[src/rtl/ifu.sv]
// Instruction fetch unit: PC register, 2-entry fetch buffer toward decode, redirect and ebreak halt handling.
// Define IFU_TRACE_EN to print a line per fetched word and a message on halt (simulation only).
module ifu #(
  parameter logic [31:0] RESET_PC = 32'h8000_0000,
  parameter int          DEPTH    = 2
) (
  input  logic        clk,
  input  logic        rst_n,
  output logic        imem_en,
  output logic [31:0] imem_addr,
  input  logic [31:0] imem_rdata,
  input  logic        redirect_valid,
  input  logic [31:0] redirect_pc,
  output logic        out_valid,
  input  logic        out_ready,
  output logic [31:0] out_pc,
  output logic [31:0] out_instr,
  output logic        halted
);

  localparam logic [31:0] EBREAK = 32'h0010_0073;

  typedef enum logic [1:0] {RUN, HALT_PEND, HALTED} state_t;

  if (DEPTH != 2) begin : g_bad_depth
    $error("ifu: only DEPTH=2 is supported");
  end

  state_t      state, state_next;
  logic [31:0] pc;
  logic [1:0]  count, count_next;
  logic [1:0]  occ_after_pop;
  logic        pop, flush, is_ebreak;
  logic        unused_bits;
  logic [31:0] buf_pc    [2];
  logic [31:0] buf_instr [2];

  assign out_valid     = (count != 2'd0) && (state != HALTED);
  assign pop           = out_valid && out_ready;
  assign occ_after_pop = count - {1'b0, pop};
  assign flush         = redirect_valid && (state != HALTED);
  assign is_ebreak     = (imem_rdata == EBREAK);
  assign imem_addr     = pc;
  assign out_pc        = buf_pc[0];
  assign out_instr     = buf_instr[0];
  assign halted        = (state == HALTED);
  assign unused_bits   = &{1'b0, redirect_pc[1:0]};

  // Fetch is gated by rst_n so no request escapes while reset is held.
  always_comb begin
    state_next = state;
    imem_en    = 1'b0;
    count_next = occ_after_pop;
    case (state)
      RUN: begin
        imem_en    = rst_n && (occ_after_pop < 2'd2) && !redirect_valid;
        count_next = occ_after_pop + {1'b0, imem_en};
        if (flush)
          count_next = 2'd0;
        else if (imem_en && is_ebreak)
          state_next = HALT_PEND;
      end
      HALT_PEND: begin
        if (flush) begin
          count_next = 2'd0;
          state_next = RUN;
        end else if (pop && occ_after_pop == 2'd0) begin
          state_next = HALTED;
        end
      end
      HALTED: begin
        count_next = 2'd0;
      end
      default: begin
        state_next = RUN;
        count_next = 2'd0;
      end
    endcase
  end

  always_ff @(posedge clk or negedge rst_n) begin
    if (!rst_n) begin
      state <= RUN;
      pc    <= RESET_PC;
      count <= 2'd0;
    end else begin
      state <= state_next;
      count <= count_next;
      if (flush)
        pc <= {redirect_pc[31:2], 2'b00};
      else if (imem_en)
        pc <= pc + 32'd4;
    end
  end

  // Entry 0 is always the head; a pop shifts entry 1 down before the push lands.
  always_ff @(posedge clk) begin
    if (pop) begin
      buf_pc[0]    <= buf_pc[1];
      buf_instr[0] <= buf_instr[1];
    end
    if (imem_en) begin
      buf_pc[occ_after_pop[0]]    <= pc;
      buf_instr[occ_after_pop[0]] <= imem_rdata;
    end
  end

`ifdef IFU_TRACE_EN
  always @(posedge clk) begin
    if (imem_en)
      $display("PC: %h instr: %b", pc, imem_rdata);
    if (rst_n && state != HALTED && state_next == HALTED)
      $display("IFU halted");
  end
`endif

endmodule

[config.mk]
export PLATFORM = sky130hd
export DESIGN_NAME = ifu
export DESIGN_NICKNAME = d
export VERILOG_FILES = /design/src/rtl/ifu.sv
export SDC_FILE = /design/constraint.sdc
export NUM_CORES = 1
export LEC_CHECK = 0
export ABC_CLOCK_PERIOD_IN_PS = 8100
export CAP_MARGIN = 20
export CORE_MARGIN = 1.5
export CORE_UTILIZATION = 53
export DETAILED_ROUTE_END_ITERATION = 7
export GPL_TIMING_DRIVEN = 0
export PLACE_DENSITY = 0.86
export SLEW_MARGIN = 20
export SYNTH_ARGS = -nofsm -noshare
export SYNTH_HDL_FRONTEND = slang
export SYNTH_SLANG_ARGS = --single-unit
[constraint.sdc]
create_clock -name clk -period 8.1 [get_ports clk]
set_input_delay 1.215 -clock clk [delete_from_list [all_inputs] [get_ports clk]]
set_output_delay 1.215 -clock clk [all_outputs]
set_load 0.02 [all_outputs]
== Yosys cells after proc, flatten, opt, wreduce, memory -nomap -nowiden ==
Memories as Yosys holds them, arrays and structs flattened.
Cells that the tools add are included.

* Add/subtract/negate cells: 3
* Magnitude comparators: 1
* Equality and inequality tests: 7
* Muxes and demuxes: 15
* Bitwise gates (word level): 1
* Reductions and logical operators: 13

{| class="wikitable"
|+ Operators with widths
! operator !! count
|-
| $mux W32 || 2
|-
| $add A32 B3 Y32 const B || 1
|-
| $eq A32 B21 Y1 const B || 1
|-
| $mux W2 || 6
|-
| $logic_and A1 B1 Y1 || 7
|-
| $ne A2 B2 Y1 const B || 3
|-
| $pmux W2 S3 || 1
|-
| $mux W1 || 5
|-
| $logic_not A2 Y1 || 2
|-
| $pmux W2 S2 || 1
|-
| $reduce_and A4 Y1 || 1
|-
| $reduce_bool A2 Y1 || 2
|-
| $ne A3 B3 Y1 const B || 1
|-
| $add A2 B1 Y2 || 1
|-
| $eq A2 B1 Y1 const B || 1
|-
| $eq A2 B2 Y1 const B || 1
|-
| $lt A2 B2 Y1 const B || 1
|-
| $sub A2 B1 Y2 || 1
|-
| $logic_not A1 Y1 || 1
|-
| $not A1 Y1 || 1
|}

* Register bits: 36
* Memory bits (writable): 128
* Bits of input ports: 68
* Output and inout port bits: 99
* Logic and storage cells: 45
* Memories kept: 2

{| class="wikitable"
|+ Memory list
! name !! words !! width !! read ports !! clocked after memory_dff !! write ports !! line !! source
|-
| buf_instr || 2 || 32 || 2 || 0 || 2 || 36 || <nowiki>logic [31:0] buf_instr [2];</nowiki>
|-
| buf_pc || 2 || 32 || 2 || 0 || 2 || 35 || <nowiki>logic [31:0] buf_pc [2];</nowiki>
|}

== Depth between registers and ports, before layout ==
* Word-level depth: 11
* Depth in mapped cells: 13
* Mapped depth without buffers: 11

== Least setup slack after synthesis ==
Ideal clock, no wire load.

* Path kind: reg2reg
* Start: reg state[0]
* End: mem buf_instr[1][0] (enable)
* Library setup time: 0.482 ns
* Arrival: 4.634 ns
* Required time: 7.618 ns
* Setup slack: 2.984 ns
* Stages on the path, launching flop included: 9
* Buffers on the path: 0
* Cells stage by stage: dfrtp_1 > nor2b_1 > nor2_1 > nand2_1 > inv_1 > ha_1 > xnor2_1 > nand2_2 > nor2_1

{| class="wikitable"
|+ RTL lines
! element !! line !! source
|-
| start: declaration || 29 || <nowiki>state_t state, state_next;</nowiki>
|-
| start signal: assignment || 87 || <nowiki>state <= state_next;</nowiki>
|-
| end: declaration || 36 ||
|}

== Final worst setup path ==
* Start: in out_ready
* End: out imem_en

* Word-level cells in the longest chain between the ends: 6

{| class="wikitable"
|+ RTL lines
! element !! line !! source
|-
| start: declaration || 15 || <nowiki>input logic out_ready,</nowiki>
|-
| $logic_and A1 B1 Y1 || 39 || <nowiki>assign pop = out_valid && out_ready;</nowiki>
|-
| $sub A2 B1 Y2 || 40 || <nowiki>assign occ_after_pop = count - {1'b0, pop};</nowiki>
|-
| $lt A2 B2 Y1 || 56 || <nowiki>imem_en = rst_n && (occ_after_pop < 2'd2) && !redirect_valid;</nowiki>
|-
| $logic_and A1 B1 Y1 (2 in series) || 56 ||
|-
| $mux W1 || 54 || <nowiki>case (state)</nowiki>
|-
| end: declaration || 9 || <nowiki>output logic imem_en,</nowiki>
|}

Every way passes these cells.

==> reports/metrics.csv <==
metric;value;unit
outcome;completed;
syn-mean-instance-area;14.83;µm²
syn_to_final_growth;37.33;%
drt_iter0_drc;206;
fmax;0.2075;GHz
timing.rr.start;state[1];
avgRoutedWirePerCell;19.57;µm
final.period_utilization;59.51;%
p_clk_share;26.6;%
vias_per_cell;5.625;
drv_cap;0;
yosysWarnings;0;
p_leak;3.172;nW
grt_max_degree;39;
drv_slew;0;
synth.ff_latch_count;158;
p_sw;814.2;µW
rsz0062_at_grt;false;
drt_pre_antenna_iters;5;
yosysSeqAreaShare;69.98;%
via_count;4427;
slowest_stage;clkdlybuf4s50_1;
ys_types;46;
worstSetupStartpoint;out_ready;
async_flop_share;21.52;%
setup.worst_path.start_class;input port;
synth_edf_count;124;
yosys_most_used_dff;edfxtp_1;
clk_path_buf_depth;2;
crit_family;buffers and inverters;
drc;0;
synth_top_area_share;56.95;%
p_int;1.913;mW
hp-class;reg -> reg;
relSlewSlack;54.94;%
synthCells;441;
worstPathRequired;6.88;ns
finalNetCount;698;
crit_path_end_kind;output port;
dieArea;13010;µm²
start_util;54.44;%
grt_pass1_wl;24310;µm
ir_drop;0.0001533;V
ys_top_cells_by_area;edfxtp_1 57%, dfrtp_1 13%, mux2_2 9.8%, xnor2_1 2.8%, nand2_1 2.5%;
pwr-share-seq;44.0;%
numCtsBuffers;17;
clkSinkCount;158;
cp_slowest_stage_delay;0.65;ns
grt_usage;25.22;%
ys_top_cells_by_count;124 x edfxtp_1, 57 x mux2_2, 43 x nand2_1;
synth_top_area_cell;edfxtp_1;
grtUsageMet1;31.21;%
cts_setup_buffers;0;
path_buf_inv;4;
worst_pin_slew;0.6744;ns
cts-resized-gates;0;
cts_tree;done;
globalRoute.busiestLayer;met2;
min-delay-start;buf_pc[1][13];
crit_fanout;8;
holdBufCountCts;0;
arrival;3.61;ns
p_per_area;303.7;nW/µm²
drt.antenna.violating_nets;0;
dp_hpwl;10610;µm
wirelength;15400;µm
yosysMostFrequentCell;edfxtp_1;
hold_violations;0;
p_comb_share;29.4;%
period_needed;4.820;ns
drive_gt1_share;17.03;%
setup_violations;0;
clock_skew;0.006101;ns
antenna_found_initial;0;
finalSetupTns;0;ns
core.rowCount;40;
cts_root_buffer;clkbuf_16;
grt_pass1_vias;4518;
h-tree-depth;4;
worstPathCellList;clkdlybuf4s50_1, nand2_1, inv_1, ha_1, xnor2_1, nand2_2, inv_2, clkdlybuf4s50_1;
pre_cts_slack;3.308;ns
met3_usage;6.882;%
coreArea;12010;µm²
chipHeight;114.1;µm
fin_ws;3.280;ns
swShare;29.86;%
routabilityCongestion;0.8333;
ios;167;
syn_area;6539;µm²
n_antenna_cell;0;
grt.overflow.total;0;
clock_latency;0.42;ns
path_clk_slew;0.06;ns
crit_top_cell;clkdlybuf4s50_1;
grtUsageMet2;42.57;%
io_buffer_count;160;
dieWidth;114.1;µm
path_class;in -> out;
layer usage:
metal | vias to the layer above | routed length, µm | share of wire (%)
li1 | 2024 | - | -
met1 | 2153 | 6141 | 40
met2 | 218 | 7822 | 51
met3 | 32 | 1154 | 7.5
met4 | 0 | 280 | 1.8
met5 | - | 0 | 0
power groups by stage:
| stage | Sequential (mW) | Clock [mW] | Combinational, mW |
|---|---|---|---|
| after CTS | 1.20 | 0.734 | 0.811 |
| after global routing | 1.22 | 0.773 | 0.849 |
| after floorplan | 1.39 | 0 | 0.219 |
| after detailed placement | 1.21 | 0 | 0.806 |
| after global placement | 1.22 | 0 | 0.760 |
| final | 1.20 | 0.725 | 0.802 |
flip-flops by register name, summed over array words and instances (netlist names):
| name | cells |
|---|---|
| buf_instr | 64 |
| buf_pc | 60 |
| count | 2 |
| imem_addr | 30 |
| state | 2 |
cells in the final DEF (no fill, tap or decap), types with 4 or more instances in the layout:
cell type,instances
dfrtp_1,33
nand3_1,10
edfxtp_1,124
nor2_1,14
nor4_1,10
nand2_1,42
clkinvlp_4,4
xnor2_1,21
buf_4,4
nand4_1,12
buf_1,4
inv_1,8
clkdlybuf4s50_1,159
clkbuf_1,10
xor2_1,7
a21oi_1,5
conb_1,4
nor2b_1,4
mux2_2,57
nor3_1,10
clkinv_1,4
clkbuf_16,17
o21ai_0,26
final cells by class:
type	count	area, µm²
flip-flops and latches	158	4576
fillers	765	3032
inverters	9	33.78
clock inverters	13	98.84
multi-input cells	258	1859
plain buffers	19	96.34
well taps	147	183.9
clock buffers	19	432.9
repair buffers	164	1699
logic make-up (layout without fill, tap and decap cells):
| family | count (synthesis) | count (layout) | synth area share (%) |
|---|---|---|---|
| fa+ha+maj | 3 | 3 | 0.5741 |
| buf+inv | 28 | 224 | 1.990 |
| mux | 58 | 58 | 9.969 |
| simple gates | 124 | 124 | 10.03 |
| compound gates | 41 | 41 | 3.655 |
| other cells | 1 | 4 | 0.05735 |
| xor+xnor | 28 | 28 | 3.751 |
| flops | 158 | 158 | 69.98 |
path summary, 6_finish.rpt:
| path | endpoint | slack (ns) | cells after the start |
|---|---|---|---|
| max reg2reg | buf_instr[0][20] | 3.95 | 13 |
| min in group asynchronous | imem_addr[27] | 0.72 | 1 |
| max in group asynchronous | imem_addr[2] | 6.92 | 2 |
| min reg2reg | buf_pc[0][13] | 0.53 | 2 |
| min | buf_pc[0][13] | 0.53 | 2 |
| max | imem_en | 3.28 | 8 |
worst reg2reg max path: stages, from the launching register on:
cell,delay [ns]
dfrtp_1,0.46
nor2b_1,0.38
nor2_1,0.12
nand2_1,0.20
inv_1,0.08
ha_1,0.22
xnor2_1,0.42
nand2_2,0.25
inv_2,0.20
nand2_1,0.20
buf_2,0.27
clkbuf_1,0.31
nand2_4,0.42
buf_12,0.28
through the flow:
| stage | instances | area [µm²] | power (mW) | util, % | hold slack [ns] |
|---|---|---|---|---|---|
| after floorplan | 444 | 6550 | 1.609 | - | 0.4963 |
| after global placement | 751 | 8335 | 1.983 | 69.40 | 0.5070 |
| after detailed placement | 755 | 8448 | 2.019 | 70.33 | 0.5140 |
| after CTS | 787 | 8980 | 2.747 | 74.76 | 0.5282 |
| after global routing | 787 | 8980 | 2.840 | 74.76 | 0.5550 |
| final | 787 | 8980 | 2.727 | 74.76 | 0.5303 |
No activity file was read; power rests on OpenSTA's default activity.
